`config.mk`:
```
export PLATFORM = sky130hd
export DESIGN_NAME = csr_access_unit
export DESIGN_NICKNAME = d
export VERILOG_FILES = /design/src/rtl/csr_access_unit.sv
export SDC_FILE = /design/constraint.sdc
export NUM_CORES = 1
export LEC_CHECK = 0
export CORE_MARGIN = 2
export CORE_UTILIZATION = 25
export DETAILED_ROUTE_END_ITERATION = 8
export GPL_TIMING_DRIVEN = 0
export HOLD_SLACK_MARGIN = 0.08
export PLACE_DENSITY_LB_ADDON = 0.12
export SLEW_MARGIN = 20
export SYNTH_ARGS = -nofsm -noshare
export SYNTH_HDL_FRONTEND = slang
export SYNTH_SLANG_ARGS = --single-unit
```
`constraint.sdc`:
```
create_clock -name clk -period 3 [get_ports clk]
set_input_delay 0.75 -clock clk [delete_from_list [all_inputs] [get_ports clk]]
set_output_delay 0.75 -clock clk [all_outputs]
set_load 0.1 [all_outputs]
```
`src/rtl/csr_access_unit.sv`:
```
// ============================================================================
// Module      : csr_access_unit
// Description : Sequences Zicsr instructions through a four-state
//               read/modify/write handshake with a registered-read CSR file.
// Revision    : 1.0 - initial release
// ============================================================================
`default_nettype none

module csr_access_unit (
   input  logic        clk,
   input  logic        rst_n,
   input  logic        req_valid,
   output logic        req_ready,
   input  logic [2:0]  funct3,
   input  logic [11:0] csr_addr,
   input  logic [31:0] rs1_val,
   input  logic [4:0]  src_idx,
   output logic        resp_valid,
   input  logic        resp_ready,
   output logic [31:0] resp_rdata,
   output logic        resp_illegal,
   output logic [11:0] csr_rd_addr,
   input  logic [31:0] csr_rd_val,
   output logic        csr_write,
   output logic [11:0] csr_wr_addr,
   output logic [31:0] csr_wr_val
);

   typedef enum logic [1:0] {
      IDLE  = 2'd0,
      READ  = 2'd1,
      WRITE = 2'd2,
      RESP  = 2'd3
   } state_t;

   state_t      r_state;
   logic [2:0]  r_funct3;
   logic [11:0] r_csrAddr;
   logic [31:0] r_rs1Val;
   logic [4:0]  r_srcIdx;
   logic [31:0] r_respRdata;
   logic        r_respIllegal;

   logic [31:0] w_operand;
   logic [31:0] w_newVal;
   logic        w_writeEn;
   logic        w_illegal;
   logic        w_doWrite;

   always_comb begin
      w_operand = r_funct3[2] ? {27'd0, r_srcIdx} : r_rs1Val;
      w_newVal  = 32'd0;
      case (r_funct3[1:0])
         2'b01:   w_newVal = w_operand;
         2'b10:   w_newVal = csr_rd_val | w_operand;
         2'b11:   w_newVal = csr_rd_val & ~w_operand;
         default: w_newVal = 32'd0;
      endcase
      // Set/clear forms with a zero source are pure reads and never write.
      w_writeEn = (r_funct3[1:0] == 2'b01) || (r_srcIdx != 5'd0);
      w_illegal = (r_funct3[1:0] == 2'b00) ||
                  (w_writeEn && (r_csrAddr[11:10] == 2'b11));
      // Gating with rst_n keeps a reset landing in WRITE from committing.
      w_doWrite = rst_n && (r_state == WRITE) && w_writeEn && !w_illegal;
   end

   assign req_ready    = (r_state == IDLE) || !rst_n;
   assign resp_valid   = rst_n && (r_state == RESP);
   assign resp_rdata   = r_respRdata;
   assign resp_illegal = r_respIllegal;
   assign csr_rd_addr  = r_csrAddr;
   assign csr_wr_addr  = r_csrAddr;
   assign csr_write    = w_doWrite;
   assign csr_wr_val   = w_doWrite ? w_newVal : 32'd0;

   always_ff @(posedge clk) begin
      if (!rst_n) begin
         r_state       <= IDLE;
         r_funct3      <= 3'd0;
         r_csrAddr     <= 12'd0;
         r_rs1Val      <= 32'd0;
         r_srcIdx      <= 5'd0;
         r_respRdata   <= 32'd0;
         r_respIllegal <= 1'b0;
      end else begin
         case (r_state)
            IDLE: begin
               if (req_valid) begin
                  r_funct3  <= funct3;
                  r_csrAddr <= csr_addr;
                  r_rs1Val  <= rs1_val;
                  r_srcIdx  <= src_idx;
                  r_state   <= READ;
               end
            end
            READ: begin
               r_state <= WRITE;
            end
            WRITE: begin
               r_respRdata   <= w_illegal ? 32'd0 : csr_rd_val;
               r_respIllegal <= w_illegal;
               r_state       <= RESP;
            end
            RESP: begin
               if (resp_ready) begin
                  r_state <= IDLE;
               end
            end
            default: r_state <= IDLE;
         endcase
      end
   end

endmodule

`default_nettype wire

```
=== Yosys cells after proc, flatten, opt, wreduce, memory -nomap -nowiden ===
Index checks and enable logic that the tools add are counted.

* Output and inout port bits: 92
* Word-level logic and storage cells: 41
* Input port bits: 88
* Register bits after elaboration: 87

* Equality and inequality tests: 9
* Bitwise gates (word level): 3
* Reduce and logical (&&, ||, !) cells: 15
* Mux-type cells: 7

{| class="wikitable"
|+ Operators with widths
! cell !! number
|-
| two-way mux 32 bit || 3
|-
| case mux 32 bit (3 select lines) || 1
|-
| AND 32 bit || 1
|-
| inverter 32 bit || 1
|-
| bitwise OR 32 bit || 1
|-
| equality test 2 bit, second input constant || 5
|-
| case mux 2 bit (4 select lines) || 1
|-
| logical AND 1 bit || 5
|-
| nonzero test 5 bit || 1
|-
| equality test 2 x 1 -> 1 bit, second input constant || 2
|-
| zero test 2 bit || 2
|-
| two-way mux 2 bit || 2
|-
| inequality test 2 bit, second input constant || 2
|-
| AND reduction 2 bit || 2
|-
| logical OR 1 bit || 3
|-
| zero test 1 bit || 2
|}

=== Longest topological paths before layout ===
Gate-level depths: netlist of run 1.

* Depth in word-level cells: 7
* Mapped depth: 7

=== Worst setup path before layout of run 1 ===
No wires, ideal clock.

* Path type: register to output
* From: reg r_csrAddr[10] (netlist: csr_rd_addr[10])
* To: out csr_wr_val[0]
* Path buffers: 0
* Arrival time: 3.363 ns
* Setup slack: -1.113 ns
* Stages on the path, launching flop included: 4
* Required time: 2.250 ns
* Cell sequence: dfxtp_1 -> nand2_1 -> nand4_4 -> a211oi_1

* Word-level cells in the longest chain between the ends: 6

{| class="wikitable"
|+ RTL lines
! item !! line !! RTL
|-
| start: declaration || 38 || <nowiki>logic [11:0] r_csrAddr;</nowiki>
|-
| start signal: assignment || 90 || <nowiki>r_csrAddr <= csr_addr;</nowiki>
|-
| equality test 2 bit || 62 || <nowiki>(w_writeEn && (r_csrAddr[11:10] == 2'b11));</nowiki>
|-
| logical AND 1 bit || 62 ||
|-
| logical OR 1 bit || 61 || <nowiki>w_illegal = (r_funct3[1:0] == 2'b00) ||</nowiki>
|-
| zero test 1 bit || 64 || <nowiki>w_doWrite = rst_n && (r_state == WRITE) && w_writeEn && !w_illegal;</nowiki>
|-
| logical AND 1 bit || 64 ||
|-
| two-way mux 32 bit || 74 || <nowiki>assign csr_wr_val = w_doWrite ? w_newVal : 32'd0;</nowiki>
|-
| end: declaration || 26 || <nowiki>output logic [31:0] csr_wr_val</nowiki>
|}

No other way between the ends.

=== Worst setup path in the final report of run 1 ===
* From: in rst_n
* To: out resp_valid

* Word-level cells in the longest chain between the ends: 1

{| class="wikitable"
|+ RTL lines
! item !! line !! RTL
|-
| start: declaration || 11 || <nowiki>input logic rst_n,</nowiki>
|-
| logical AND 1 bit || 68 || <nowiki>assign resp_valid = rst_n && (r_state == RESP);</nowiki>
|-
| end: declaration || 18 || <nowiki>output logic resp_valid,</nowiki>
|}

No other way between the ends.

==> results.sh, run 1 <==
export IMPL_switching_share_pct=44.9
export IMPL_clk_path_buf_depth=2
export IMPL_crit_arrival_ns=2.16
export IMPL_hold_viol_final=0
export IMPL_largest_vdd_supply_drop_mv=0.490
export IMPL_detail_route_iter0_violations=179
export IMPL_globalRoute_totalOverflow=0
export IMPL_first_global_vias=4720
export IMPL_core_area_sq_mm=0.0179
export IMPL_report_power_total_mw=5.43
export IMPL_hold_depth=2
export IMPL_critical_path_cell_chain="dlygate4sd2_1 > and2_1 > clkdlybuf4s15_1"
export IMPL_power_density_mw_per_mm2=757
export IMPL_tritoncts="built"
export IMPL_synthesis_area_per_instance_sq_um=8.08
export IMPL_ff2ff_path_depth=7
export IMPL_antenna_found_initial=0
export IMPL_die_h_microns=139
export IMPL_grt_setup_unrepaired="no"
export IMPL_area_of_the_mapped_netlist_sq_mm=0.00455
export IMPL_p_switching_mw=2.44
export IMPL_via_count=4545
export IMPL_net_count_of_the_mapped_netlist=655
export IMPL_pwr_share_clk_pct=25.8
export IMPL_ys_seq_elements=87
export IMPL_crit_path_max_incr_delay_ns=0.82
export IMPL_setup_viol=0
export IMPL_post_route_cells_drive_above_1_share_pct=17.4
export IMPL_first_pass_grt_wire_length_mm=25.4
export IMPL_place_gp_congestion=0.753
export IMPL_fp_dieW_microns=139
export IMPL_relSlewSlack_pct=30.2
export IMPL_critPathRequiredTime_ns=2.25
export IMPL_fin_crit_ns=2.91
export IMPL_dpl_cell_count=971
export IMPL_mostFrequentLayoutCell="clkdlybuf4s50_1"
export IMPL_run_status="completed"
export IMPL_drt_pre_antenna_iters=4
export IMPL_tightest_slew_ns=1.04
export IMPL_sequentialPowerShare_pct=26.9
export IMPL_cts_buffers=9
export IMPL_clk_latency_ns=0.35
export IMPL_drtAntennaViolNets=0
export IMPL_nNetsFinal=845
export IMPL_cts_htree_levels=3
export IMPL_design_portCount=180
export IMPL_power_frac_comb_pct=47.2
export IMPL_detailed_place_hpwl_mm=12.2
export IMPL_routed_via_density=4.60
export IMPL_post_cts_hold_buffer_count=0
export IMPL_startpoint_type="primary input"
export IMPL_multiInputGateArea_sq_mm=0.00259
export IMPL_cts_sink_count=87
export IMPL_top_delay_family_on_crit_path="buffers and inverters"
export IMPL_cts_root_buf="clkbuf_16"
export IMPL_wirelength_mm=16.0
export IMPL_placement_io_buffers=179
export IMPL_internal_power_mw=2.99
export IMPL_syn_to_final_growth_pct=57.6
export IMPL_floorplan_rows=49
export IMPL_fill_cells=1817
export IMPL_drv_cap=0
export IMPL_post_drt_wl_per_cell_microns=16.2
export IMPL_synth_seq_area_share_pct=38.3
export IMPL_netlist_cell_type_count=34
export IMPL_grt_max_degree=16
export IMPL_yosysWarnings=0
export IMPL_setup_worst_path_end_class="primary output"
export IMPL_diodes=0
export IMPL_drcViolationCount=0
export IMPL_die_area_sq_mm=0.0193
export IMPL_critical_path_class="in2out"
export IMPL_critical_path_depth=3
export IMPL_register_area_sq_mm=0.00174
export IMPL_grt_util_all_layers_pct=16.6
export IMPL_cts_reportedPaths_clkPinSlew_ns=0.06
export IMPL_fmax_mhz=344
export IMPL_timing_critical_path_fanout_max=6
export IMPL_drv_slew=0
export IMPL_static_leakage_power_nw=2.60
export IMPL_stdcell_count=987
export IMPL_cp_num_buf_inv=2
export IMPL_worst_clock_skew_ns=0.0109
export IMPL_worstHoldPathType="reg2reg"
export IMPL_floorplan_initialDensity_pct=25.4
export IMPL_most_common_layout_cells="clkdlybuf4s50_1, nand2_1, dfxtp_1, a21oi_1, a31oi_1"
export IMPL_synth_cells=563
export IMPL_slowest_stage_cell_on_the_critical_path="clkdlybuf4s15_1"
export IMPL_min_period_over_period_pct=96.9
## per-stage QoR
stage          hold slack, ns  cell area, sq um  setup slack [ns]  setup TNS (ns)  utilization [%]
4_1_cts                 0.461              7160            0.0314               0             40.0
5_1_grt                 0.481              7170           0.00494               0             40.1
6_report                0.458              7170            0.0938               0             40.1
2_1_floorplan           0.436              4670            -0.310           -3.88                -
3_5_place_dp            0.451              6750             -1.06          -34.24             37.7
3_3_place_gp            0.445              6750             -1.05          -33.81             37.7
## synth_stat cells
cell	number	area share, %
mux2_2	3	0.74
a31oi_1	33	4.5
a31o_2	1	0.19
nor3_2	28	6.2
a31oi_2	1	0.27
and2_1	2	0.27
nand2b_1	29	4.0
ha_1	4	1.1
xnor2_1	1	0.19
buf_4	14	2.3
nand3_1	6	0.66
nor2b_1	32	4.4
a21oi_1	53	5.8
nand4_4	1	0.47
buf_6	6	1.5
and3_1	2	0.27
buf_1	2	0.17
mux2i_1	5	1.1
nor3_1	32	3.5
o21ai_0	3	0.33
a211oi_1	3	0.49
buf_2	17	1.9
inv_1	2	0.17
dfxtp_1	87	38
nand2_1	133	11
nor2_1	2	0.17
and2b_1	2	0.33
mux2_1	24	5.9
or3b_1	1	0.19
or4_1	1	0.17
clkbuf_1	24	2.0
a211oi_2	2	0.55
inv_2	1	0.082
or2_1	6	0.82
## sequential cells by signal, indices dropped and copies added, names as in the netlist
signal / flops
csr_rd_addr: 12
r_funct3: 3
r_rs1Val: 32
r_srcIdx: 5
r_state: 2
resp_illegal: 1
resp_rdata: 32
## repair_timing
item                                    CTS  global route
pin swaps                                 0             0
buffers inserted                          0             1
gates resized for setup                 233             6
gates cloned                              0             0
endpoints found under the setup margin   35            28
## final timing paths
kind / startpoint / endpoint / slack, ns
worst min register to register: r_rs1Val[28] / r_rs1Val[28] / 0.46
worst min-delay path: r_rs1Val[28] / r_rs1Val[28] / 0.46
worst max register to register: r_state[0] / r_rs1Val[21] / 1.11
worst max-delay path: rst_n / resp_valid / 0.09
## cell families (layout without fill, tap and decap cells)
| family | after synthesis | in the layout | share of synthesized area (%) |
|---|---|---|---|
| AOI/OAI and AO/OA | 96 | 96 | 12.2 |
| xor gates and xnor gates | 1 | 1 | 0.193 |
| adders and majority gates | 4 | 4 | 1.10 |
| buffers and inverters | 66 | 261 | 8.06 |
| DFF | 87 | 87 | 38.3 |
| muxes | 32 | 32 | 7.78 |
| and+or+nand+nor | 277 | 277 | 32.4 |
## tightest hold or removal path, cell delays in order, from the launching register on
cell and delay, ns:
dfxtp_1 0.31, nand2_1 0.05, a21oi_1 0.05
## per-layer routing
metal	part of all wire, %	global-route usage [%]	up-vias
met4	1.9	5.69	0
met1	44	20.6	2116
met3	6.7	4.63	20
li1	-	-	2277
met2	47	27.8	132
met5	0	0	-
## power by group through the flow
stage	sequential [mW]	clock [mW]	combinational, mW
global route	1.49	1.47	2.78
CTS	1.47	1.44	2.60
finish	1.46	1.40	2.57
floorplan	1.89	0	1.45
detailed placement	1.48	0	2.58
global placement	1.48	0	2.55
## final cells by class
class,instances,share of cell area [%]
plain buffers,62,4.97
clock buffers,9,3.14
clock inverters,7,2.02
inverters,3,0.157
multi-input cells,410,36.1
flip-flops and latches,87,24.3
well taps,229,3.99
repair buffers,180,25.4
Note: power is estimated with default switching activity, not from simulation.
==> run 2: changes to the inputs <==
CTS_BUF_LIST = sky130_fd_sc_hd__clkbuf_4 sky130_fd_sc_hd__clkbuf_8 sky130_fd_sc_hd__clkbuf_16   (was not set)
SKIP_LAST_GASP = 1   (was not set)
==> results of run 2 <==
No change in the layout: final DEF, timing and power equal those of run 1.
